### src/rtl/get_reg_pkg.sv
`default_nettype none
// +--------------------------------------------------------------------------+
// | Module      : get_reg_pkg                                                |
// | Description : Shared types, index ranges and ASCII constants for the     |
// |               register-index to ABI-name lookup.                         |
// | Revision    : 1.0 - initial release                                      |
// +--------------------------------------------------------------------------+
package get_reg_pkg;

    typedef logic [31:0] name_t;
    typedef logic [2:0]  len_t;

    localparam logic [5:0] XREG_BASE = 6'd0;
    localparam logic [5:0] FREG_BASE = 6'd32;

    localparam logic [7:0] C_CHR_0 = 8'h30;
    localparam logic [7:0] C_CHR_1 = 8'h31;
    localparam logic [7:0] C_CHR_A = 8'h61;
    localparam logic [7:0] C_CHR_E = 8'h65;
    localparam logic [7:0] C_CHR_F = 8'h66;
    localparam logic [7:0] C_CHR_G = 8'h67;
    localparam logic [7:0] C_CHR_O = 8'h6F;
    localparam logic [7:0] C_CHR_P = 8'h70;
    localparam logic [7:0] C_CHR_R = 8'h72;
    localparam logic [7:0] C_CHR_S = 8'h73;
    localparam logic [7:0] C_CHR_T = 8'h74;
    localparam logic [7:0] C_CHR_Z = 8'h7A;

    // Decimal ASCII digit for 0..9
    function automatic logic [7:0] ascii_digit(input logic [3:0] num);
        return C_CHR_0 + {4'b0000, num};
    endfunction

    // Right-justified prefix (1-2 chars in a 16-bit field) followed by a 1-2 digit suffix
    function automatic name_t num_name(input logic [15:0] pfx, input logic [3:0] num);
        name_t w_name;
        if (num >= 4'd10) begin
            w_name = {pfx, C_CHR_1, ascii_digit(num - 4'd10)};
        end else begin
            w_name = {8'h00, pfx, ascii_digit(num)};
        end
        return w_name;
    endfunction

    // Character count matching num_name
    function automatic len_t num_len(input len_t pfx_len, input logic [3:0] num);
        return (num >= 4'd10) ? len_t'(pfx_len + 3'd2) : len_t'(pfx_len + 3'd1);
    endfunction

endpackage
`default_nettype wire

### src/rtl/get_reg_rom.sv
`default_nettype none
// +--------------------------------------------------------------------------+
// | Module      : get_reg_rom                                                |
// | Description : Combinational register index -> ABI name/length/error.     |
// |               FP names (indices 32-63) only when GET_REG_FPR_EN defined. |
// | Revision    : 1.0 - initial release                                      |
// +--------------------------------------------------------------------------+
module get_reg_rom
    import get_reg_pkg::*;
(
    input  logic [5:0]  idx,
    output name_t       name,
    output len_t        len,
    output logic        err
);

    logic [4:0]  w_reg;
    logic        w_fixed;
    name_t       w_fixed_name;
    len_t        w_fixed_len;
    logic [15:0] w_pfx;
    len_t        w_plen;
    logic [3:0]  w_num;
    logic        w_err;

    assign w_reg = idx[4:0];

    // Classify the index into a fixed name or a prefix plus numeric suffix
    always_comb begin
        w_fixed      = 1'b0;
        w_fixed_name = '0;
        w_fixed_len  = '0;
        w_pfx        = '0;
        w_plen       = '0;
        w_num        = '0;
        w_err        = 1'b0;
        if (idx < FREG_BASE) begin
            if (w_reg == 5'd0) begin
                w_fixed      = 1'b1;
                w_fixed_name = {C_CHR_Z, C_CHR_E, C_CHR_R, C_CHR_O};
                w_fixed_len  = 3'd4;
            end else if (w_reg <= 5'd4) begin
                w_fixed     = 1'b1;
                w_fixed_len = 3'd2;
                case (w_reg)
                    5'd1:    w_fixed_name = {16'h0000, C_CHR_R, C_CHR_A};
                    5'd2:    w_fixed_name = {16'h0000, C_CHR_S, C_CHR_P};
                    5'd3:    w_fixed_name = {16'h0000, C_CHR_G, C_CHR_P};
                    default: w_fixed_name = {16'h0000, C_CHR_T, C_CHR_P};
                endcase
            end else if (w_reg <= 5'd7) begin
                w_pfx  = {8'h00, C_CHR_T};
                w_plen = 3'd1;
                w_num  = 4'(w_reg - 5'd5);
            end else if (w_reg <= 5'd9) begin
                w_pfx  = {8'h00, C_CHR_S};
                w_plen = 3'd1;
                w_num  = 4'(w_reg - 5'd8);
            end else if (w_reg <= 5'd17) begin
                w_pfx  = {8'h00, C_CHR_A};
                w_plen = 3'd1;
                w_num  = 4'(w_reg - 5'd10);
            end else if (w_reg <= 5'd27) begin
                w_pfx  = {8'h00, C_CHR_S};
                w_plen = 3'd1;
                w_num  = 4'(w_reg - 5'd16);
            end else begin
                w_pfx  = {8'h00, C_CHR_T};
                w_plen = 3'd1;
                w_num  = 4'(w_reg - 5'd25);
            end
        end else begin
`ifdef GET_REG_FPR_EN
            w_plen = 3'd2;
            if (w_reg <= 5'd7) begin
                w_pfx = {C_CHR_F, C_CHR_T};
                w_num = 4'(w_reg);
            end else if (w_reg <= 5'd9) begin
                w_pfx = {C_CHR_F, C_CHR_S};
                w_num = 4'(w_reg - 5'd8);
            end else if (w_reg <= 5'd17) begin
                w_pfx = {C_CHR_F, C_CHR_A};
                w_num = 4'(w_reg - 5'd10);
            end else if (w_reg <= 5'd27) begin
                w_pfx = {C_CHR_F, C_CHR_S};
                w_num = 4'(w_reg - 5'd16);
            end else begin
                w_pfx = {C_CHR_F, C_CHR_T};
                w_num = 4'(w_reg - 5'd20);
            end
`else
            w_err = 1'b1;
`endif
        end
    end

    // Assemble the final name/length; unsupported indices return all zeros
    always_comb begin
        name = '0;
        len  = '0;
        err  = w_err;
        if (!w_err) begin
            if (w_fixed) begin
                name = w_fixed_name;
                len  = w_fixed_len;
            end else begin
                name = num_name(w_pfx, w_num);
                len  = num_len(w_plen, w_num);
            end
        end
    end

endmodule
`default_nettype wire

### src/rtl/get_reg.sv
`default_nettype none
// +--------------------------------------------------------------------------+
// | Module      : get_reg                                                    |
// | Description : Registered RISC-V register index -> ABI name lookup,       |
// |               1-cycle latency, fully pipelined. FP names are enabled     |
// |               by defining GET_REG_FPR_EN.                                |
// | Revision    : 1.0 - initial release                                      |
// +--------------------------------------------------------------------------+
module get_reg
    import get_reg_pkg::*;
(
    input  logic        clk,
    input  logic        rst,
    input  logic        req_valid,
    input  logic [5:0]  req_idx,
    output logic        rsp_valid,
    output logic [31:0] rsp_name,
    output logic [2:0]  rsp_len,
    output logic        rsp_err
);

    name_t w_name;
    len_t  w_len;
    logic  w_err;

    logic  r_valid;
    name_t r_name;
    len_t  r_len;
    logic  r_err;

    get_reg_rom u_rom (
        .idx  (req_idx),
        .name (w_name),
        .len  (w_len),
        .err  (w_err)
    );

    // Capture the lookup on each request; payload holds while idle
    always_ff @(posedge clk or posedge rst) begin
        if (rst) begin
            r_valid <= 1'b0;
            r_name  <= '0;
            r_len   <= '0;
            r_err   <= 1'b0;
        end else begin
            r_valid <= req_valid;
            if (req_valid) begin
                r_name <= w_name;
                r_len  <= w_len;
                r_err  <= w_err;
            end
        end
    end

    assign rsp_valid = r_valid;
    assign rsp_name  = r_name;
    assign rsp_len   = r_len;
    assign rsp_err   = r_err;

endmodule
`default_nettype wire

### config.mk
export PLATFORM = sky130hd
export DESIGN_NAME = get_reg
export DESIGN_NICKNAME = d
export VERILOG_FILES = /design/src/rtl/get_reg_pkg.sv /design/src/rtl/get_reg_rom.sv /design/src/rtl/get_reg.sv
export SDC_FILE = /design/constraint.sdc
export NUM_CORES = 1
export LEC_CHECK = 0
export ABC_AREA = 1
export BUFFER_PORTS_ARGS = -buffer_cell sky130_fd_sc_hd__buf_4
export CAP_MARGIN = 20
export CORE_ASPECT_RATIO = 0.9
export CORE_UTILIZATION = 50
export CTS_BUF_LIST = sky130_fd_sc_hd__clkbuf_16
export DETAILED_ROUTE_END_ITERATION = 10
export GPL_TIMING_DRIVEN = 0
export PLACE_DENSITY_LB_ADDON = 0.2
export SETUP_SLACK_MARGIN = 0.05
export SLEW_MARGIN = 20
export SYNTH_ARGS = -nofsm -noshare
export SYNTH_HDL_FRONTEND = slang
export SYNTH_SLANG_ARGS = --single-unit
### constraint.sdc
create_clock -name clk -period 0.8 [get_ports clk]
set_input_delay 0.08 -clock clk [delete_from_list [all_inputs] [get_ports clk]]
set_output_delay 0.08 -clock clk [all_outputs]
set_load 0.03 [all_outputs]
## After elaboration in Yosys (flattened, before gate mapping)

Index checks and enable logic that the tools add are counted.

| operators by class | value |
|---|---|
| add/subtract/negate cells | 10 |
| $lt $le $gt $ge | 7 |
| equal/unequal tests | 3 |
| multiplexer cells | 31 |
| reductions and logical operators | 1 |

Operators with widths:

| kind | number |
|---|---|
| $mux W32 | 5 |
| $mux W16 | 5 |
| $pmux W13 S3 | 1 |
| $mux W4 | 7 |
| $mux W3 | 7 |
| $sub A4 B4 Y4 const B | 4 |
| $add A6 B4 Y7 const A | 2 |
| $eq A5 B2 Y1 const B | 2 |
| $le A5 B3 Y1 const B | 2 |
| $le A5 B5 Y1 const B | 2 |
| $lt A6 B6 Y1 const B | 1 |
| $eq A5 B1 Y1 const B | 1 |
| $le A5 B4 Y1 const B | 1 |
| $logic_not A5 Y1 | 1 |
| $mux W1 | 5 |
| $ge A4 B4 Y1 const B | 1 |
| $sub A4 B1 Y4 const B | 1 |
| $sub A4 B3 Y4 const B | 1 |
| $add A3 B1 Y3 const B | 1 |
| $add A3 B2 Y3 const B | 1 |
| $mux W2 | 1 |

| word-level totals | value |
|---|---|
| register bits | 37 |
| input bits | 9 |
| output and inout port bits | 37 |
| word-level logic and storage cells | 56 |

## Depth between registers and ports, before layout

Gate-level depths: netlist of the first run.

| depth | value |
|---|---|
| word-level depth | 13 |
| depth in mapped cells | 16 |
| mapped depth without buffers | 16 |

## Modules after synthesis

Synthesis of the first run repeated with hierarchy kept, for this count alone.

| second synthesis, totals | value |
|---|---|
| cell total of the unflattened synthesis | 300 |
| area, all modules | 2326.0 µm² |

Modules (own cells, without submodules):

| module | instances | cells an instance | area an instance (µm²) | sequential area each (µm²) |
|---|---|---|---|---|
| get_reg | 1 | 154 | 1447.6 | 925.9 |
| get_reg_rom | 1 | 146 | 878.3 | 0.0 |

## Least setup slack after synthesis of the first run

Ideal clock, no wire load.

| timing path | value |
|---|---|
| path kind | input to register |
| start point | input port req_idx[1] |
| end point | register r_name[18], in the netlist rsp_name[18] |
| setup time | 0.117 ns |
| arrival time | 1.340 ns |
| data required time | 0.683 ns |
| slack | -0.657 ns |
| cell stages on the path | 15 |
| buffers on the path | 0 |
| path through | inv_1 ha_1 nand2_1 nand3_2 nand2_4 nand2_4 nand2_1 nand2_1 nand2_1 nand2_2 nand2_4 nand2_4 nand2_2 nand3_1 nand2_1 |

| between the ends | value |
|---|---|
| word-level cells in the longest chain between the ends | 12 |
| elaborated cells on any way between the ends | 33 |
| classes of those cells | add/sub (5); order compare (7); mux (20); reduce/logical (1) |

RTL lines:

| element | line | source |
|---|---|---|
| start, declared | get_reg.sv:15 | `input logic [5:0] req_idx,` |
| $sub A4 B4 Y4 (tied with other cells) | get_reg_rom.sv:70 | `w_num = 4'(w_reg - 5'd25);` |
| $mux W4 | get_reg_rom.sv:63 | `end else if (w_reg <= 5'd27) begin` |
| $mux W4 | get_reg_rom.sv:59 | `end else if (w_reg <= 5'd17) begin` |
| $mux W4 | get_reg_rom.sv:55 | `end else if (w_reg <= 5'd9) begin` |
| $mux W4 | get_reg_rom.sv:51 | `end else if (w_reg <= 5'd7) begin` |
| $mux W4 | get_reg_rom.sv:42 | `end else if (w_reg <= 5'd4) begin` |
| $mux W4 | get_reg_rom.sv:38 | `if (w_reg == 5'd0) begin` |
| $mux W4 | get_reg_rom.sv:37 | `if (idx < FREG_BASE) begin` |
| $ge A4 B4 Y1 | get_reg_pkg.sv:37 | `if (num >= 4'd10) begin` |
| $mux W32 | get_reg_pkg.sv:37 |  |
| $mux W32 | get_reg_rom.sv:103 | `if (w_fixed) begin` |
| $mux W32 * | get_reg_rom.sv:102 | `if (!w_err) begin` |
| end signal, assigned | get_reg.sv:48 | `r_name <= w_name;` |
| end, declared | get_reg.sv:27 | `name_t r_name;` |

Mark *: on every way between the ends. The rest lies on a longest branch, timed or not.
A chain may end at the register's enable or synchronous reset.

## Worst setup path after layout of the first run

| timing path | value |
|---|---|
| start point | input port req_idx[4] |
| end point | register r_name[9], in the netlist rsp_name[9] |

| between the ends | value |
|---|---|
| word-level cells in the longest chain between the ends | 12 |
| elaborated cells on any way between the ends | 33 |
| classes of those cells | order compare (7); eq/ne (3); mux (22); reduce/logical (1) |

RTL lines:

| element | line |
|---|---|
| $le A5 B5 Y1 | get_reg_rom.sv:63 |
| $mux W4 | get_reg_rom.sv:63 |
| $mux W4 | get_reg_rom.sv:59 |
| $mux W4 | get_reg_rom.sv:55 |
| $mux W4 | get_reg_rom.sv:51 |
| $mux W4 | get_reg_rom.sv:42 |
| $mux W4 | get_reg_rom.sv:38 |
| $mux W4 | get_reg_rom.sv:37 |
| $ge A4 B4 Y1 | get_reg_pkg.sv:37 |
| $mux W32 | get_reg_pkg.sv:37 |
| $mux W32 | get_reg_rom.sv:103 |
| $mux W32 * | get_reg_rom.sv:102 |

Marked as above.

==> impl_metrics.py, run 1 <==
metrics = {
    "outcome": {
        "status": "complete, but fails checks",
        "violations": "negative hold slack, negative setup slack",
    },
    "global_route": {
        "busiest_layer": "met2",
        "grt_pass1_vias": 1583,
        "grt_overflow": 0,
        "grtUsageMet1_pct": 32.1,
        "grt_pass1_wl_mm": 7.25,
        "grt_max_degree": 24,
        "antenna_found_initial": 0,
        "met2_usage_pct": 45.8,
        "use_met3_pct": 3.25,
        "grt_use_total_pct": 25.6,
    },
    "detailed_routing": {
        "avgRoutedWirePerCell_um": 18.0,
        "first_pass_iters": 6,
        "drc_errors": 0,
        "vias": 1950,
        "ant_nets": 0,
        "initialDrtViolationCount": 192,
        "vias_per_cell": 5.72,
        "totalWireLength_mm": 6.15,
    },
    "setup_path": {
        "worst-r2r-setup-slack_ps": -50,
        "worstPathCellList": "buf_4 > nor2_2 > inv_2 > nor2_4 > inv_4 > nor2_8 > nand2_1 > nor2_1 > nand2_1 > o21ai_1 > o21ai_2",
        "arrival_ps": 1610,
        "setup.worst_path.start_class": "primary input",
        "worst-path-max-fanout": 6,
        "slowest_stage": "nor2_2",
        "ff2ff_path_depth": 3,
        "crit_path_end": "rsp_name[9]$_DFFE_PP0P_",
        "crit_start": "req_idx[4]",
        "critPathMostFrequentCell": "nand2_1",
        "cp_slowest_stage_delay_ps": 250,
        "critPathKind": "in -> reg",
        "r2r_end": "rsp_len[1]$_DFFE_PP0P_",
        "cp-end-kind": "register",
        "crit_required_ps": 950,
        "r2r_start": "rsp_len[1]$_DFFE_PP0P_",
    },
    "clock_tree": {
        "cts_root_buffer": "clkbuf_16",
        "clk_pin_slew_ps": 60,
        "hold_buffers": 1,
        "cts_buffer_depth": 2,
        "cts_max_level": 1,
        "cts_buffers": 3,
        "cts_sinks": 23,
        "insertion_delay_ps": 260,
        "cts_tree": "yes",
    },
    "synthesis": {
        "avgSynthCellArea_um2": 7.69,
        "yosys_warnings": 0,
        "yosys.area.top_type": "dfrtp_1",
        "ys.flop_type": "dfrtp_1",
        "synth_area_um2": 1670,
        "yosysMostFrequentCell": "nand2_1",
        "async_flop_share_pct": 100,
        "synth_top_area_share_pct": 34.5,
        "synth_common_cells": "75 x nand2_1, 23 x dfrtp_1, 16 x inv_1",
        "yosys_register_bits": 23,
        "ys_top_cells_by_area": "dfrtp_1 34%, nand2_1 17%, ha_1 6.7%",
        "yosysSeqAreaShare_pct": 34.5,
        "synth_edf_count": 0,
        "syn_inst": 217,
        "synthDistinctLibCells": 32,
    },
    "final_layout": {
        "nFillCells": 148,
        "syn2layout_area_growth_pct": 61.6,
        "design_area_um2": 2700,
        "n_antenna_cell": 0,
        "fin_nets": 318,
        "final_layout_size_suffix_gt1_share_pct": 51.8,
    },
    "sta": {
        "clock.fmax_ghz": 0.682,
        "final_hold_viol_count": 23,
        "slew_violations": 0,
        "setup_viol": 49,
        "setup_ws_ps": -666,
        "fin_skew_ps": 0,
        "rsz0062_at_grt": "yes",
        "fin_tns_setup_ps": -13470,
        "post-route-period-util_pct": 183,
        "worst_pin_slew_ps": 527,
        "finalCriticalPeriod_ps": 1470,
        "hold_ws_ps": -134,
        "relSlewSlack_pct": 64.8,
    },
    "floorplanning": {
        "core_um2": 3110,
        "dieArea_um2": 3570,
        "die_width_um": 62.9,
        "start_util_pct": 53.6,
        "rows": 19,
        "die_y_um": 56.8,
        "boundaryPins": 46,
    },
    "power": {
        "power.total_mw": 3.82,
        "power_density_nw_per_um2": 1420,
        "peakVddDrop_mv": 1.72,
        "power_leakage_nw": 1.41,
    },
    "place": {
        "placed_cell_area_um2": 2100,
        "dp_hpwl_mm": 2.66,
        "place_ws_ps": -996,
        "gp_congestion": 0.890,
        "numPortBuffers": 37,
    },
    "hold_path": {
        "hp-class": "in -> async",
    },
    "run": {
        "drv_cap": 0,
    },
}
[critical path, delay by kind of cell]
kind                   cells  cell delay, ps
and+or+nand+nor            6             960
buffers and inverters      3             380
AOI/OAI and AO/OA          2             190
[placed cells by master, fill, tap and decap left out, types with 2 or more instances in the layout]
master       n
a21oi_1      4
buf_4       45
buf_6       38
clkbuf_16    3
clkinvlp_4   2
conb_1       8
dfrtp_1     20
dfrtp_2      3
ha_1         5
ha_4         3
inv_1       12
inv_2        4
inv_4        2
nand2_1     57
nand2_2     20
nand2_4      8
nand3_1      6
nand3_2      6
nand3_4      2
nand4_1      2
nor2_1       8
nor2_4       5
o21ai_0      5
o21ai_1      9
o21ai_2      3
[registers in the layout, indices dropped and copies added, names as in the netlist]
name / count
rsp_err: 1
rsp_name: 19
rsp_len: 2
rsp_valid: 1
[metrics by stage]
stage | instances | utilization (%)
2_1_floorplan | 224 | -
3_3_place_gp | 303 | 67.4
3_5_place_dp | 303 | 67.4
4_1_cts | 326 | 80.0
5_1_grt | 341 | 86.6
6_report | 341 | 86.6
[layout make-up]
cell class,count,area (µm²),area share (%)
Buffer,16,136,5.06
Inverter,22,113,4.17
Tap cell,42,52.6,1.95
Timing Repair Buffer,71,668,24.8
Multi-Input combinational cell,163,1070,39.6
Clock buffer,3,75.1,2.78
Sequential cell,23,579,21.5
Clock inverter,1,5.00,0.186
[power breakdown]
part           internal, mW  leakage [nW]  switching (mW)  total (mW)
logic                 0.572          1.07           0.844        1.42
clock network         0.673        0.0409           0.415        1.09
registers              1.24         0.297          0.0749        1.32
total                  2.49          1.41            1.33        3.82
[logic make-up after synthesis]
logic type	count (synthesis)	share of synthesized area, %
simple gates	118	35.9
fa+ha+maj	9	6.75
flops	23	34.5
compound gates	28	10.6
other cells	1	0.225
buf+inv	38	12.0
[worst min path at each step]
stage               slack [ps]                        to  startpoint  cells after the start
floorplan                   80    rsp_len[0]$_DFFE_PP0P_         rst                      1
global placement           210       rsp_valid$_DFF_PP0_   req_valid                      1
detailed placement         210       rsp_valid$_DFF_PP0_   req_valid                      1
CTS                         20  rsp_name[14]$_DFFE_PP0P_         rst                      2
global route              -110   rsp_name[5]$_DFFE_PP0P_         rst                      2
finish                    -130   rsp_name[5]$_DFFE_PP0P_         rst                      2
[layer usage]
layer	vias to the layer above	part of all wire, %
met2	163	49
met3	44	8.5
li1	834	-
met5	-	0
met4	0	5.9
met1	909	37
[what timing repair did]
action,4_1_cts,5_1_grt
resized for setup,42,35
cloned,0,0
buffers inserted,18,15
endpoints found under the setup margin,48,53
endpoints found under the hold margin,1,23
pin swaps,15,25
(Power assumes the default switching activity.)
==> inputs of run 2 (changes only) <==
- CTS_BUF_LIST: sky130_fd_sc_hd__clkbuf_16 -> sky130_fd_sc_hd__clkbuf_4 sky130_fd_sc_hd__clkbuf_8
- SKIP_LAST_GASP: default -> 1
- clock period: 0.8 -> 1.65 ns (I/O delays scaled with it)
==> impl_metrics.py, run 2 (synthesized netlist as in run 1, its figures left out) <==
metrics = {
    "sta": {
        "post-route-period-util_pct": 92.0,
        "slew_violations": 0,
        "relSlewSlack_pct": 45.8,
        "finalCriticalPeriod_ps": 1520,
        "setup_viol": 0,
        "final_hold_viol_count": 0,
        "setup_ws_ps": 132,
        "rsz0062_at_grt": "yes",
        "hold_ws_ps": 25.1,
        "fin_tns_setup_ps": 0,
        "worst_pin_slew_ps": 811,
        "clock.fmax_ghz": 0.659,
        "fin_skew_ps": 0,
    },
    "detailed_routing": {
        "drc_errors": 0,
        "vias": 1497,
        "initialDrtViolationCount": 47,
        "totalWireLength_mm": 3.43,
        "vias_per_cell": 4.80,
        "ant_nets": 0,
        "first_pass_iters": 4,
        "avgRoutedWirePerCell_um": 11.0,
    },
    "final_layout": {
        "n_antenna_cell": 0,
        "final_layout_size_suffix_gt1_share_pct": 34.8,
        "fin_nets": 289,
        "largest_reg_flops": 19,
        "finalNonFillerCells": 312,
        "nFillCells": 266,
        "final_common_cell": "nand2_1",
        "finish.utilization_pct": 68.5,
        "design_area_um2": 2130,
        "layout_common_cells": "75 x nand2_1, 54 x buf_4, 23 x dfrtp_1",
        "syn2layout_area_growth_pct": 27.7,
    },
    "power": {
        "power.total_mw": 1.47,
        "power_leakage_nw": 1.20,
        "peakVddDrop_mv": 0.700,
        "power_density_nw_per_um2": 687,
    },
    "setup_path": {
        "setup.worst_path.start_class": "primary input",
        "arrival_ps": 1700,
        "critPathKind": "in -> reg",
        "cp_slowest_stage_delay_ps": 170,
        "slowest_stage": "nand3b_4",
        "worst-path-max-fanout": 6,
        "worstPathCellList": "buf_6 > clkinvlp_4 > buf_4 > buf_4 > a21oi_4 > nor2_4 > nor2_2 > o21ai_1 > nand3b_4 > inv_2 > nand3_2 > o21ai_1",
        "crit_family": "buffers and inverters",
        "cp_num_buf_inv": 5,
        "crit_required_ps": 1840,
        "cp-end-kind": "register",
    },
    "global_route": {
        "grt_max_degree": 24,
        "grt_use_total_pct": 20.1,
        "antenna_found_initial": 0,
        "grt_pass1_vias": 1301,
        "grt_overflow": 0,
        "grt_pass1_wl_mm": 5.66,
    },
    "floorplanning": {
        "dieArea_um2": 3570,
        "rows": 19,
        "core_um2": 3110,
        "die_y_um": 56.8,
        "die_width_um": 62.9,
        "boundaryPins": 46,
        "start_util_pct": 53.6,
    },
    "place": {
        "placed_cell_area_um2": 2030,
        "place_inst": 303,
        "place_ws_ps": -283,
        "gp_congestion": 0.859,
        "dp_hpwl_mm": 2.61,
        "numPortBuffers": 37,
    },
    "clock_tree": {
        "cts_root_buffer": "clkbuf_8",
        "clk_pin_slew_ps": 70,
        "cts_buffer_depth": 2,
        "cts_max_level": 1,
        "cts_tree": "yes",
        "cts_buffers": 3,
        "insertion_delay_ps": 260,
        "hold_buffers": 0,
        "cts_sinks": 23,
    },
    "hold_path": {
        "hp-class": "in -> reg",
    },
    "outcome": {
        "status": "completed",
    },
    "run": {
        "drv_cap": 0,
    },
}
## run 2: changes by cell type in the layout (fill, tap and decap cells not counted), sizes merged
cell         change
buf             -28
clkinv           -2
inv              +2
clkbuf           +1
clkinvlp         -1
dlygate4sd3      -1
## run 2: area by class of cell
class / instances / area, µm² / share of cell area, %
Buffer: 16 / 113 / 5.28
Clock buffer: 4 / 48.8 / 2.29
Inverter: 22 / 91.3 / 4.28
Multi-Input combinational cell: 163 / 928 / 43.5
Sequential cell: 23 / 576 / 27.0
Tap cell: 42 / 52.6 / 2.46
Timing Repair Buffer: 42 / 323 / 15.1
## run 2: routing by layer
metal / GRT usage (%) / vias up / share of wire, %
met1: 25.7 / 666 / 45
met3: 4.47 / 4 / 6.0
met5: 0 / - / 0
li1: - / 777 / -
met4: 3.99 / 0 / 0.50
met2: 34.7 / 50 / 48
## run 2: timing repair
item                       in CTS  in global routing
pin swaps                       0                  4
resized for setup               1                  6
setup endpoints to repair      11                 12
hold endpoints to repair        0                  0
setup buffers                   2                  3
## run 2: path summary, 6_finish.rpt
| path | start | end | slack, ps | cells after the start |
|---|---|---|---|---|
| worst max-delay path | req_idx[1] | rsp_name[20]$_DFFE_PP0P_ | 130 | 12 |
| worst min-delay path | req_valid | rsp_valid$_DFF_PP0_ | 30 | 1 |
| worst max register to register | rsp_name[8]$_DFFE_PP0P_ | rsp_name[8]$_DFFE_PP0P_ | 920 | 2 |
| worst min register to register | rsp_name[14]$_DFFE_PP0P_ | rsp_name[14]$_DFFE_PP0P_ | 480 | 2 |
| max in group asynchronous | rst | rsp_name[1]$_DFFE_PP0P_ | 1090 | 2 |
| min in group asynchronous | rst | rsp_err$_DFFE_PP0P_ | 60 | 2 |
## run 2: where the power goes
part	total [mW]	internal, mW	switching (mW)	leakage [nW]
combinational	0.491	0.173	0.318	0.873
sequential	0.622	0.601	0.0201	0.301
clock	0.353	0.189	0.164	0.0262
==> inputs of run 3 (changes only) <==
- ABC_AREA: 1 -> default
==> impl_metrics.py, run 3 <==
metrics = {
    "final_layout": {
        "final_layout_size_suffix_gt1_share_pct": 45.2,
        "final_common_cell": "buf_4",
        "syn2layout_area_growth_pct": 48.2,
        "n_antenna_cell": 0,
        "largest_reg_flops": 19,
        "layout_common_cells": "64 x buf_4, 23 x dfrtp_1, 14 x nand2_1",
        "nFillCells": 184,
        "finalNonFillerCells": 294,
        "fin_nets": 271,
        "finish.utilization_pct": 79.9,
    },
    "setup_path": {
        "cp_slowest_stage_delay_ps": 380,
        "r2r_start": "rsp_name[14]$_DFFE_PP0P_",
        "ff2ff_path_depth": 2,
        "crit_required_ps": 1820,
        "slowest_stage": "a211o_1",
        "setup.worst_path.start_class": "primary input",
        "r2r_end": "rsp_name[14]$_DFFE_PP0P_",
        "critPathKind": "in -> reg",
        "arrival_ps": 2250,
        "worstPathCellList": "buf_12 > clkinvlp_4 > ha_4 > and2b_2 > nor2_4 > a311oi_2 > a211o_1 > buf_6 > buf_4 > nand2b_1 > o31ai_2",
        "worst-path-max-fanout": 6,
        "worst-r2r-setup-slack_ps": 790,
        "cp-end-kind": "register",
    },
    "clock_tree": {
        "cts_buffers": 3,
        "cts_tree": "yes",
        "insertion_delay_ps": 260,
        "cts_buffer_depth": 2,
        "cts_root_buffer": "clkbuf_8",
        "cts_sinks": 23,
        "clk_pin_slew_ps": 80,
        "hold_buffers": 0,
        "cts_max_level": 1,
    },
    "sta": {
        "finalCriticalPeriod_ps": 2080,
        "setup_viol": 14,
        "clock.fmax_ghz": 0.481,
        "slew_violations": 0,
        "fin_skew_ps": 0,
        "post-route-period-util_pct": 126,
        "setup_ws_ps": -430,
        "final_hold_viol_count": 0,
        "relSlewSlack_pct": 43.6,
        "worst_pin_slew_ps": 845,
        "rsz0062_at_grt": "yes",
    },
    "outcome": {
        "status": "complete, but fails checks",
        "violations": "negative setup slack",
    },
    "synthesis": {
        "ys.flop_type": "dfrtp_1",
        "synthDistinctLibCells": 59,
        "syn_inst": 181,
        "synth_area_um2": 1680,
        "yosys.area.top_type": "dfrtp_1",
        "avgSynthCellArea_um2": 9.27,
        "ys_top_cells_by_area": "dfrtp_1 34%, buf_4 7.2%, ha_1 6.7%",
        "synth_top_area_share_pct": 34.3,
        "synth_edf_count": 0,
        "yosys_register_bits": 23,
        "yosysSeqAreaShare_pct": 34.3,
        "yosysMostFrequentCell": "dfrtp_1",
        "synth_common_cells": "23 x dfrtp_1, 16 x buf_4, 14 x nand2_1",
        "async_flop_share_pct": 100,
        "yosys_warnings": 0,
    },
    "place": {
        "place_inst": 265,
        "gp_congestion": 0.943,
        "dp_hpwl_mm": 2.98,
        "numPortBuffers": 35,
    },
    "detailed_routing": {
        "drc_errors": 0,
        "initialDrtViolationCount": 163,
        "ant_nets": 0,
        "first_pass_iters": 4,
        "wl_met2_mm": 2.52,
        "avgRoutedWirePerCell_um": 17.4,
        "totalWireLength_mm": 5.10,
        "m1WireLength_mm": 2.01,
        "vias_per_cell": 5.86,
        "vias": 1723,
        "highest_layer": "met4",
        "met3_length_um": 435,
    },
    "global_route": {
        "grt_pass1_vias": 1690,
        "grt_use_total_pct": 28.1,
        "grt_overflow": 0,
        "grt_pass1_wl_mm": 7.91,
        "grt_max_degree": 24,
        "antenna_found_initial": 0,
    },
    "floorplanning": {
        "dieArea_um2": 3590,
        "rows": 19,
        "core_um2": 3110,
        "die_y_um": 57.0,
        "die_width_um": 63.1,
        "start_util_pct": 53.9,
        "boundaryPins": 46,
    },
    "run": {
        "drv_cap": 0,
    },
    "hold_path": {
        "worstHoldEndpoint": "rsp_valid$_DFF_PP0_",
        "hold_depth": 1,
        "hp-class": "in -> reg",
        "hp-start": "req_valid",
    },
    "power": {
        "power_density_nw_per_um2": 660,
        "power_leakage_nw": 1.21,
        "peakVddDrop_mv": 0.762,
    },
}
-- run 3: cell types whose count changed after synthesis, sizes merged, moves of 3 or more --
cell    change
nand3      -11
nand2      -71
inv        -10
nand2b      +4
a22o        +3
a21o        +7
o32ai       +3
nor2        -5
buf         +5
mux2i       +3
o21ai       -3
a211o       +3
-- run 3: logic make-up after synthesis --
| kind of cell | Yosys count | share of synthesized area, % |
|---|---|---|
| buffers and inverters | 34 | 12.2 |
| AO/OA/AOI/OAI | 56 | 25.9 |
| multiplexers | 5 | 3.13 |
| XOR/XNOR | 1 | 0.522 |
| other | 1 | 0.223 |
| AND/OR/NAND/NOR | 52 | 17.1 |
| adder cells (fa/ha/maj) | 9 | 6.71 |
| flip-flops | 23 | 34.3 |
-- run 3: worst max-delay path: cells and delay by family --
family	cells	cell delay (ps)
AO/OA/AOI/OAI	3	710
buffers and inverters	4	580
AND/OR/NAND/NOR	3	530
adder cells (fa/ha/maj)	1	250
-- run 3: layout make-up --
cell class / count / area [µm²] / area share, %
multi-input combinational: 131 / 1070 / 43.2
tap: 42 / 52.6 / 2.11
buffer: 21 / 175 / 7.04
sequential: 23 / 576 / 23.1
clock buffer: 4 / 48.8 / 1.96
inverter: 13 / 60.1 / 2.41
timing repair buffer: 60 / 500 / 20.1
-- run 3: worst max path at each step --
stage / slack [ps] / startpoint / to / cells after the start
6_report: -430 / req_idx[1] / rsp_name[1]$_DFFE_PP0P_ / 11
5_1_grt: -480 / req_idx[1] / rsp_name[1]$_DFFE_PP0P_ / 11
4_1_cts: -310 / req_idx[2] / rsp_name[8]$_DFFE_PP0P_ / 12
3_5_place_dp: -840 / req_idx[1] / rsp_name[17]$_DFFE_PP0P_ / 9
3_3_place_gp: -760 / req_idx[1] / rsp_name[17]$_DFFE_PP0P_ / 9
2_1_floorplan: -300 / req_idx[1] / rsp_name[17]$_DFFE_PP0P_ / 8
-- run 3: metal layers --
metal / global-route usage (%) / up-vias
li1: - / 780
met1: 35.5 / 820
met2: 45.9 / 105
met3: 7.40 / 18
met4: 11.3 / 0
met5: 0 / -
-- run 3: metrics by stage --
step | TNS (ps) | area (µm²) | hold WS [ps] | worst slack, ps | power (mW)
2_1_floorplan | -3110 | 1760 | 167 | -297 | 1.00
3_3_place_gp | -8780 | 2080 | 303 | -760 | 1.15
3_5_place_dp | -9740 | 2080 | 307 | -842 | 1.16
4_1_cts | -3410 | 2400 | 33.9 | -309 | 1.59
5_1_grt | -5830 | 2490 | 30.6 | -479 | 1.72
6_report | -4680 | 2490 | 38.0 | -430 | 1.64
-- run 3: repair_timing --
item                                    4_1_cts  5_1_grt
gates cloned                                  1        0
endpoints found under the setup margin       14       15
pin swaps                                    11       13
gates resized for setup                      18       20
setup buffers                                20        6
-- run 3: report_power, final --
group,switching (mW),total (mW),internal [mW]
sequential,0.0284,0.637,0.608
combinational,0.370,0.643,0.273
clock,0.174,0.363,0.189
total,0.572,1.64,1.07
